**config.mk**
```make
export PLATFORM = sky130hd
export DESIGN_NAME = uart_program_receiver_flat
export DESIGN_NICKNAME = d
export VERILOG_FILES = /design/src/rtl/uart_program_receiver_pkg.sv /design/src/rtl/uart_program_receiver_if.sv /design/src/rtl/uart_rx_byte.sv /design/src/rtl/uart_program_receiver.sv /design/src/flat_wrapper.sv
export SDC_FILE = /design/constraint.sdc
export NUM_CORES = 1
export LEC_CHECK = 0
export BUFFER_PORTS_ARGS = -buffer_cell sky130_fd_sc_hd__buf_2
export CAP_MARGIN = 0
export CORE_MARGIN = 2
export CORE_UTILIZATION = 60
export CTS_CLUSTER_SIZE = 16
export DETAILED_ROUTE_END_ITERATION = 8
export HOLD_SLACK_MARGIN = 0.08
export PLACE_DENSITY_LB_ADDON = 0.25
export SLEW_MARGIN = 20
export SYNTH_ARGS = -nofsm -noshare
export SYNTH_HDL_FRONTEND = slang
export SYNTH_SLANG_ARGS = --single-unit
```
**constraint.sdc**
```tcl
create_clock -name clock -period 6.53 [get_ports clock]
set_clock_uncertainty 0.1 [all_clocks]
set_input_delay 0.653 -clock clock [delete_from_list [all_inputs] [get_ports clock]]
set_output_delay 0.653 -clock clock [all_outputs]
set_load 0.1 [all_outputs]
```
**src/rtl/uart_program_receiver_pkg.sv**
```systemverilog
// Shared definitions for the UART program receiver: sync marker, error codes
// and the state encodings of the frame FSM and the UART byte receiver.
package uart_program_receiver_pkg;

  localparam logic [7:0] DEFAULT_SYNC_BYTE = 8'hA5;

  typedef enum logic [1:0] {
    ERR_NONE     = 2'd0,
    ERR_FRAMING  = 2'd1,
    ERR_LENGTH   = 2'd2,
    ERR_CHECKSUM = 2'd3
  } err_code_e;

  typedef enum logic [1:0] {
    WAIT_SYNC,
    GET_LEN,
    GET_DATA,
    GET_CHK
  } frame_state_e;

  typedef enum logic [2:0] {
    RX_IDLE,
    RX_START,
    RX_DATA,
    RX_STOP,
    RX_BREAK
  } rx_state_e;

endpackage

```
**src/rtl/uart_program_receiver_if.sv**
```systemverilog
// Loader write port plus host-facing status, driven by the program receiver.
interface uart_program_receiver_if #(
  parameter int ADDR_WIDTH = 5
);

  logic [7:0]            load_data;
  logic [ADDR_WIDTH-1:0] load_addr;
  logic                  load_we;
  logic                  busy;
  logic                  done;
  logic                  error;
  logic [1:0]            err_code;

  modport master (
    output load_data, load_addr, load_we, busy, done, error, err_code
  );

  modport slave (
    input load_data, load_addr, load_we, busy, done, error, err_code
  );

endinterface

```
**src/rtl/uart_rx_byte.sv**
```systemverilog
// 8N1 UART byte receiver: 2-flop synchroniser, bit timer and receive FSM.
// Emits a one-cycle byte_valid on a good stop bit, or frame_err on a bad one.
module uart_rx_byte #(
  parameter int CLKS_PER_BIT = 16
) (
  input  logic       clock,
  input  logic       reset,
  input  logic       rx,
  output logic       byte_valid,
  output logic [7:0] byte_data,
  output logic       frame_err
);

  import uart_program_receiver_pkg::*;

  localparam int               CNT_W = $clog2(CLKS_PER_BIT);
  localparam logic [CNT_W-1:0] LAST  = CNT_W'(CLKS_PER_BIT - 1);
  localparam logic [CNT_W-1:0] MID   = CNT_W'(CLKS_PER_BIT / 2 - 1);

  rx_state_e        state_q, state_d;
  logic [CNT_W-1:0] cnt_q, cnt_d;
  logic [2:0]       bit_q, bit_d;
  logic [7:0]       shift_q, shift_d;
  logic             byte_valid_q, byte_valid_d;
  logic             frame_err_q, frame_err_d;
  logic             rx_meta_q, rx_sync_q;
  logic             rx_prev_q, rx_prev_d;
  logic [1:0]       fill_q;
  logic             fall;

  // The synchroniser is preset high, so its output is not trusted until fill_q
  // shows two real samples; this stops a low line at reset release from
  // looking like a start bit.
  always_ff @(posedge clock or posedge reset) begin
    if (reset) begin
      rx_meta_q    <= 1'b1;
      rx_sync_q    <= 1'b1;
      rx_prev_q    <= 1'b0;
      fill_q       <= 2'b00;
      state_q      <= RX_IDLE;
      cnt_q        <= '0;
      bit_q        <= '0;
      shift_q      <= '0;
      byte_valid_q <= 1'b0;
      frame_err_q  <= 1'b0;
    end else begin
      rx_meta_q    <= rx;
      rx_sync_q    <= rx_meta_q;
      rx_prev_q    <= rx_prev_d;
      fill_q       <= {fill_q[0], 1'b1};
      state_q      <= state_d;
      cnt_q        <= cnt_d;
      bit_q        <= bit_d;
      shift_q      <= shift_d;
      byte_valid_q <= byte_valid_d;
      frame_err_q  <= frame_err_d;
    end
  end

  assign rx_prev_d = fill_q[1] & rx_sync_q;
  assign fall      = rx_prev_q & ~rx_sync_q;

  always_comb begin
    state_d      = state_q;
    cnt_d        = cnt_q + CNT_W'(1);
    bit_d        = bit_q;
    shift_d      = shift_q;
    byte_valid_d = 1'b0;
    frame_err_d  = 1'b0;
    case (state_q)
      RX_IDLE: begin
        cnt_d = '0;
        if (fall) state_d = RX_START;
      end
      RX_START: begin
        if (cnt_q == MID) begin
          cnt_d   = '0;
          bit_d   = '0;
          state_d = rx_sync_q ? RX_IDLE : RX_DATA;
        end
      end
      RX_DATA: begin
        if (cnt_q == LAST) begin
          cnt_d   = '0;
          shift_d = {rx_sync_q, shift_q[7:1]};
          bit_d   = bit_q + 3'd1;
          if (bit_q == 3'd7) state_d = RX_STOP;
        end
      end
      RX_STOP: begin
        if (cnt_q == LAST) begin
          cnt_d = '0;
          if (rx_sync_q) begin
            byte_valid_d = 1'b1;
            state_d      = RX_IDLE;
          end else begin
            frame_err_d = 1'b1;
            state_d     = RX_BREAK;
          end
        end
      end
      RX_BREAK: begin
        cnt_d = '0;
        if (rx_sync_q) state_d = RX_IDLE;
      end
      default: begin
        cnt_d   = '0;
        state_d = RX_IDLE;
      end
    endcase
  end

  assign byte_valid = byte_valid_q;
  assign byte_data  = shift_q;
  assign frame_err  = frame_err_q;

endmodule

```
**src/rtl/uart_program_receiver.sv**
```systemverilog
// Program-image receiver: decodes sync/length/payload/checksum frames from the
// UART and issues one-cycle byte writes to the loader.
module uart_program_receiver
  import uart_program_receiver_pkg::*;
#(
  parameter int         CLKS_PER_BIT = 16,
  parameter int         ADDR_WIDTH   = 5,
  parameter logic [7:0] SYNC_BYTE    = DEFAULT_SYNC_BYTE
) (
  input logic                      clock,
  input logic                      reset,
  input logic                      rx,
  uart_program_receiver_if.master  bus
);

  localparam int LEN_W   = ADDR_WIDTH + 1;
  localparam int MAX_LEN = 2 ** ADDR_WIDTH;

  logic       rx_valid;
  logic [7:0] rx_byte;
  logic       rx_frame_err;

  uart_rx_byte #(.CLKS_PER_BIT(CLKS_PER_BIT)) u_rx (
    .clock      (clock),
    .reset      (reset),
    .rx         (rx),
    .byte_valid (rx_valid),
    .byte_data  (rx_byte),
    .frame_err  (rx_frame_err)
  );

  frame_state_e          state_q, state_d;
  logic [LEN_W-1:0]      len_q, len_d;
  logic [LEN_W-1:0]      cnt_q, cnt_d;
  logic [7:0]            chk_q, chk_d;
  logic [7:0]            load_data_q, load_data_d;
  logic [ADDR_WIDTH-1:0] load_addr_q, load_addr_d;
  logic                  load_we_q, load_we_d;
  logic                  busy_q, busy_d;
  logic                  done_q, done_d;
  logic                  error_q, error_d;
  err_code_e             err_code_q, err_code_d;
  logic                  len_ok;

  always_ff @(posedge clock or posedge reset) begin
    if (reset) begin
      state_q     <= WAIT_SYNC;
      len_q       <= '0;
      cnt_q       <= '0;
      chk_q       <= '0;
      load_data_q <= '0;
      load_addr_q <= '0;
      load_we_q   <= 1'b0;
      busy_q      <= 1'b0;
      done_q      <= 1'b0;
      error_q     <= 1'b0;
      err_code_q  <= ERR_NONE;
    end else begin
      state_q     <= state_d;
      len_q       <= len_d;
      cnt_q       <= cnt_d;
      chk_q       <= chk_d;
      load_data_q <= load_data_d;
      load_addr_q <= load_addr_d;
      load_we_q   <= load_we_d;
      busy_q      <= busy_d;
      done_q      <= done_d;
      error_q     <= error_d;
      err_code_q  <= err_code_d;
    end
  end

  assign len_ok = (rx_byte != 8'd0) && (int'(rx_byte) <= MAX_LEN);

  // A framing error outranks byte handling; it can only occur without a valid byte anyway.
  always_comb begin
    state_d     = state_q;
    len_d       = len_q;
    cnt_d       = cnt_q;
    chk_d       = chk_q;
    load_data_d = load_data_q;
    load_addr_d = load_addr_q;
    load_we_d   = 1'b0;
    busy_d      = busy_q;
    done_d      = done_q;
    error_d     = error_q;
    err_code_d  = err_code_q;
    if (rx_frame_err && state_q != WAIT_SYNC) begin
      done_d     = 1'b0;
      error_d    = 1'b1;
      err_code_d = ERR_FRAMING;
      busy_d     = 1'b0;
      state_d    = WAIT_SYNC;
    end else if (rx_valid) begin
      case (state_q)
        WAIT_SYNC: begin
          if (rx_byte == SYNC_BYTE) begin
            done_d     = 1'b0;
            error_d    = 1'b0;
            err_code_d = ERR_NONE;
            busy_d     = 1'b1;
            state_d    = GET_LEN;
          end
        end
        GET_LEN: begin
          if (len_ok) begin
            len_d   = LEN_W'(rx_byte);
            chk_d   = rx_byte;
            cnt_d   = '0;
            state_d = GET_DATA;
          end else begin
            error_d    = 1'b1;
            err_code_d = ERR_LENGTH;
            busy_d     = 1'b0;
            state_d    = WAIT_SYNC;
          end
        end
        GET_DATA: begin
          load_data_d = rx_byte;
          load_addr_d = cnt_q[ADDR_WIDTH-1:0];
          load_we_d   = 1'b1;
          chk_d       = chk_q ^ rx_byte;
          cnt_d       = cnt_q + LEN_W'(1);
          if (cnt_q == len_q - LEN_W'(1)) state_d = GET_CHK;
        end
        GET_CHK: begin
          if (rx_byte == chk_q) begin
            done_d = 1'b1;
          end else begin
            error_d    = 1'b1;
            err_code_d = ERR_CHECKSUM;
          end
          busy_d  = 1'b0;
          state_d = WAIT_SYNC;
        end
        default: state_d = WAIT_SYNC;
      endcase
    end
  end

  assign bus.load_data = load_data_q;
  assign bus.load_addr = load_addr_q;
  assign bus.load_we   = load_we_q;
  assign bus.busy      = busy_q;
  assign bus.done      = done_q;
  assign bus.error     = error_q;
  assign bus.err_code  = err_code_q;

endmodule

```
**src/flat_wrapper.sv**
```systemverilog
// flat-port wrapper written by rule: the top's interface ports become plain ports
module uart_program_receiver_flat import uart_program_receiver_pkg::*;
#(
  parameter int         CLKS_PER_BIT = 16,
  parameter int         ADDR_WIDTH   = 5,
  parameter logic [7:0] SYNC_BYTE    = DEFAULT_SYNC_BYTE
)
  (clock, reset, rx, bus_load_data, bus_load_addr, bus_load_we, bus_busy, bus_done, bus_error, bus_err_code);
  uart_program_receiver_if #(.ADDR_WIDTH(ADDR_WIDTH)) bus_i ();
  input logic clock;
  input logic reset;
  input logic rx;
  output wire logic [$bits(bus_i.load_data)-1:0] bus_load_data;
  output wire logic [$bits(bus_i.load_addr)-1:0] bus_load_addr;
  output wire logic [$bits(bus_i.load_we)-1:0] bus_load_we;
  output wire logic [$bits(bus_i.busy)-1:0] bus_busy;
  output wire logic [$bits(bus_i.done)-1:0] bus_done;
  output wire logic [$bits(bus_i.error)-1:0] bus_error;
  output wire logic [$bits(bus_i.err_code)-1:0] bus_err_code;
  assign bus_load_data = bus_i.load_data;
  assign bus_load_addr = bus_i.load_addr;
  assign bus_load_we = bus_i.load_we;
  assign bus_busy = bus_i.busy;
  assign bus_done = bus_i.done;
  assign bus_error = bus_i.error;
  assign bus_err_code = bus_i.err_code;
  uart_program_receiver #(.CLKS_PER_BIT(CLKS_PER_BIT), .ADDR_WIDTH(ADDR_WIDTH), .SYNC_BYTE(SYNC_BYTE)) u_core (.clock(clock), .reset(reset), .rx(rx), .bus(bus_i));
endmodule
```
==> results.json <==
{
  "final_common_cell": "dfrtp_1",
  "period_share": 0.426,
  "ys.flop_type": "dfrtp_1",
  "max_clock_freq_mhz": 360,
  "rows": 27,
  "syn_to_final_growth_pct": 9.29,
  "worst_pin_slew_ns": 0.960,
  "viasPerCell": 6.02,
  "layout_min_cycle_time_ns": 2.78,
  "cts_buffer_depth": 2,
  "routabilityCongestion": 0.968,
  "critPathRequiredTime_ns": 6.63,
  "ant_nets": 0,
  "syn_nets": 339,
  "clk_pin_slew_ns": 0.07,
  "ir_worst_vdd_mv": 0.184,
  "power_mw": 0.817,
  "num_antenna_cells": 0,
  "ctsHoldBuffers": 0,
  "slew_headroom": 0.351,
  "cts_tree": "done",
  "clk_latency_ns": 0.34,
  "post_drt_wl_per_cell_um": 16.6,
  "drt-initial-drc-count": 137,
  "final_cell_mix": "dfrtp_1, nand2_1, o21ai_0",
  "synth_cells": 327,
  "crit_path_end_kind": "flop",
  "setup_viol": 0,
  "worstHoldPathCells": 0,
  "gr-total-overflow": 0,
  "hold_path_startpoint": "u_core.u_rx.rx_meta_q",
  "cp_data_arrival_time_ns": 2.88,
  "post-dp-hpwl_um": 4680,
  "reg2reg_slack_ns": 3.75,
  "htree_levels": 3,
  "use_met2": 0.380,
  "antenna_found_initial": 0,
  "start_util": 0.614,
  "finalNonFillerCells": 419,
  "vias": 2522,
  "grt_pass1_wl_um": 11700,
  "synth-edff-count": 0,
  "utilization": 0.671,
  "status": "completed",
  "critPathMaxFanout": 13,
  "cts_root_buffer": "clkbuf_8",
  "ys_seq_area_frac": 0.495,
  "r2r-start": "u_core.u_rx.byte_data[4]",
  "grt.met1_usage": 0.327,
  "ctsResizeCount": 0,
  "wl_um": 6970,
  "synthArstFlopShare": 1.00,
  "rr_endpoint": "u_core.chk_q[7]",
  "placedCellCount": 404,
  "p_per_area_nw_per_um2": 224,
  "post_cts_buffers": 0,
  "path_class": "flop to flop",
  "ys_ff_latch": 66,
  "tns_ns": 0,
  "p_leak_nw": 1.70,
  "drive_gt1_frac": 0.187,
  "rsz0062_at_grt": "false",
  "worst_r2r_path_depth": 5,
  "grt-busiest-layer": "met2",
  "grt_max_degree": 35,
  "port_buffers": 21,
  "fin_nets": 355,
  "die_area_sq_um": 6180,
  "synth_warnings": 0,
  "io_pins": 22,
  "hold_end": "u_core.u_rx.rx_sync_q",
  "dp_slack_ns": 3.76,
  "fill_cells": 412,
  "syn_area_sq_um": 3340,
  "hold_class": "flop to flop",
  "drv_slew": 0,
  "drc": 0,
  "dr.pass1.iters": 4,
  "fp.dieH_um": 78.6,
  "start_kind": "flop",
  "cts_sinks": 66,
  "ys_types": 52,
  "setup_slack_ns": 3.75,
  "fp.dieW_um": 78.6,
  "numCtsBuffers": 9,
  "syn_area_per_cell_sq_um": 10.2,
  "coreArea_sq_um": 5440,
  "grtUsageMet3": 0.0713,
  "cap_violations": 0,
  "grt_pass1_vias": 2442,
  "hold_violations": 0,
  "grt_usage": 0.248
}
[final cells by class]
type / count / area [sq um] / area share
sequential: 66 / 1650 / 0.453
tap: 72 / 90.1 / 0.0247
inverter: 19 / 71.3 / 0.0195
clock buffer: 12 / 155 / 0.0425
timing repair buffer: 23 / 120 / 0.0329
clock inverter: 3 / 15.0 / 0.00411
multi-input combinational: 224 / 1540 / 0.423
[layer usage]
metal / up-vias / wire length, um
met3: 12 / 313
met5: - / 0
met4: 0 / 172
met2: 64 / 3290
met1: 1238 / 3200
li1: 1208 / -
[critical path, cell delays in order, from the launching register on]
cell	delay [ns]
dfrtp_1	0.46
or3_4	0.44
o31a_1	0.33
o41a_1	0.64
nor3_4	0.49
a221oi_1	0.17
[registers in the layout, indices dropped and copies added, names as in the netlist, 2 cells and up]
name                   flops
u_core.chk_q               8
u_core.u_rx.byte_data      8
u_core.cnt_q               6
u_core.u_rx.state_q        3
u_core.len_q               6
u_core.state_q             2
u_core.u_rx.cnt_q          4
u_core.bus.err_code        2
u_core.u_rx.bit_q          3
u_core.bus.load_addr       5
u_core.u_rx.fill_q         2
u_core.bus.load_data       8
[per-stage QoR]
| step | hold WS [ns] | instance area, sq um |
|---|---|---|
| after floorplan | 0.231 | 3340 |
| after global placement | 0.239 | 3480 |
| after detailed placement | 0.251 | 3480 |
| after CTS | 0.260 | 3650 |
| after global routing | 0.262 | 3650 |
| final | 0.262 | 3650 |
[how the worst max path moves through the flow]
stage                     cells after the start  slack, ns                      end                      from
after floorplan                               1       4.13          u_core.bus.busy                     reset
after global placement                        5       3.86          u_core.chk_q[4]  u_core.u_rx.byte_data[4]
after detailed placement                      5       3.76          u_core.chk_q[7]  u_core.u_rx.byte_data[4]
after CTS                                     5       3.75          u_core.chk_q[7]  u_core.u_rx.byte_data[4]
after global routing                          6       3.63  u_core.bus.load_data[3]         u_core.state_q[0]
final                                         5       3.75          u_core.chk_q[7]  u_core.u_rx.byte_data[4]
[logic make-up after synthesis]
| family | after synthesis | synth area share |
|---|---|---|
| flip-flops | 66 | 0.495 |
| adder cells (fa/ha/maj) | 9 | 0.0337 |
| AO/OA/AOI/OAI | 83 | 0.171 |
| XOR/XNOR | 15 | 0.0393 |
| multiplexers | 21 | 0.0701 |
| AND/OR/NAND/NOR | 95 | 0.147 |
| buffers and inverters | 37 | 0.0423 |
| other | 1 | 0.00112 |
[cells in the mapped netlist, types with 4 or more instances]
cell | instances | area share
nor2_1 | 18 | 0.020
inv_1 | 19 | 0.021
nand3_1 | 14 | 0.021
xor2_1 | 9 | 0.024
mux2_2 | 18 | 0.061
dfrtp_1 | 64 | 0.48
clkbuf_1 | 13 | 0.015
and2_1 | 10 | 0.019
o31ai_1 | 10 | 0.022
a21oi_1 | 16 | 0.024
xnor2_1 | 6 | 0.016
nor3_1 | 7 | 0.010
nand2_1 | 25 | 0.028
and3_1 | 4 | 0.0075
o21ai_0 | 23 | 0.034
ha_1 | 9 | 0.034
a221oi_1 | 9 | 0.024
[power by group]
| part | internal [mW] | total, mW | leakage (nW) | switching, mW |
|---|---|---|---|---|
| registers | 0.426 | 0.448 | 0.903 | 0.0220 |
| logic | 0.0286 | 0.0647 | 0.708 | 0.0360 |
| clock network | 0.155 | 0.304 | 0.0920 | 0.149 |
| total | 0.610 | 0.817 | 1.70 | 0.207 |
Power figures use the tool's default switching activity.
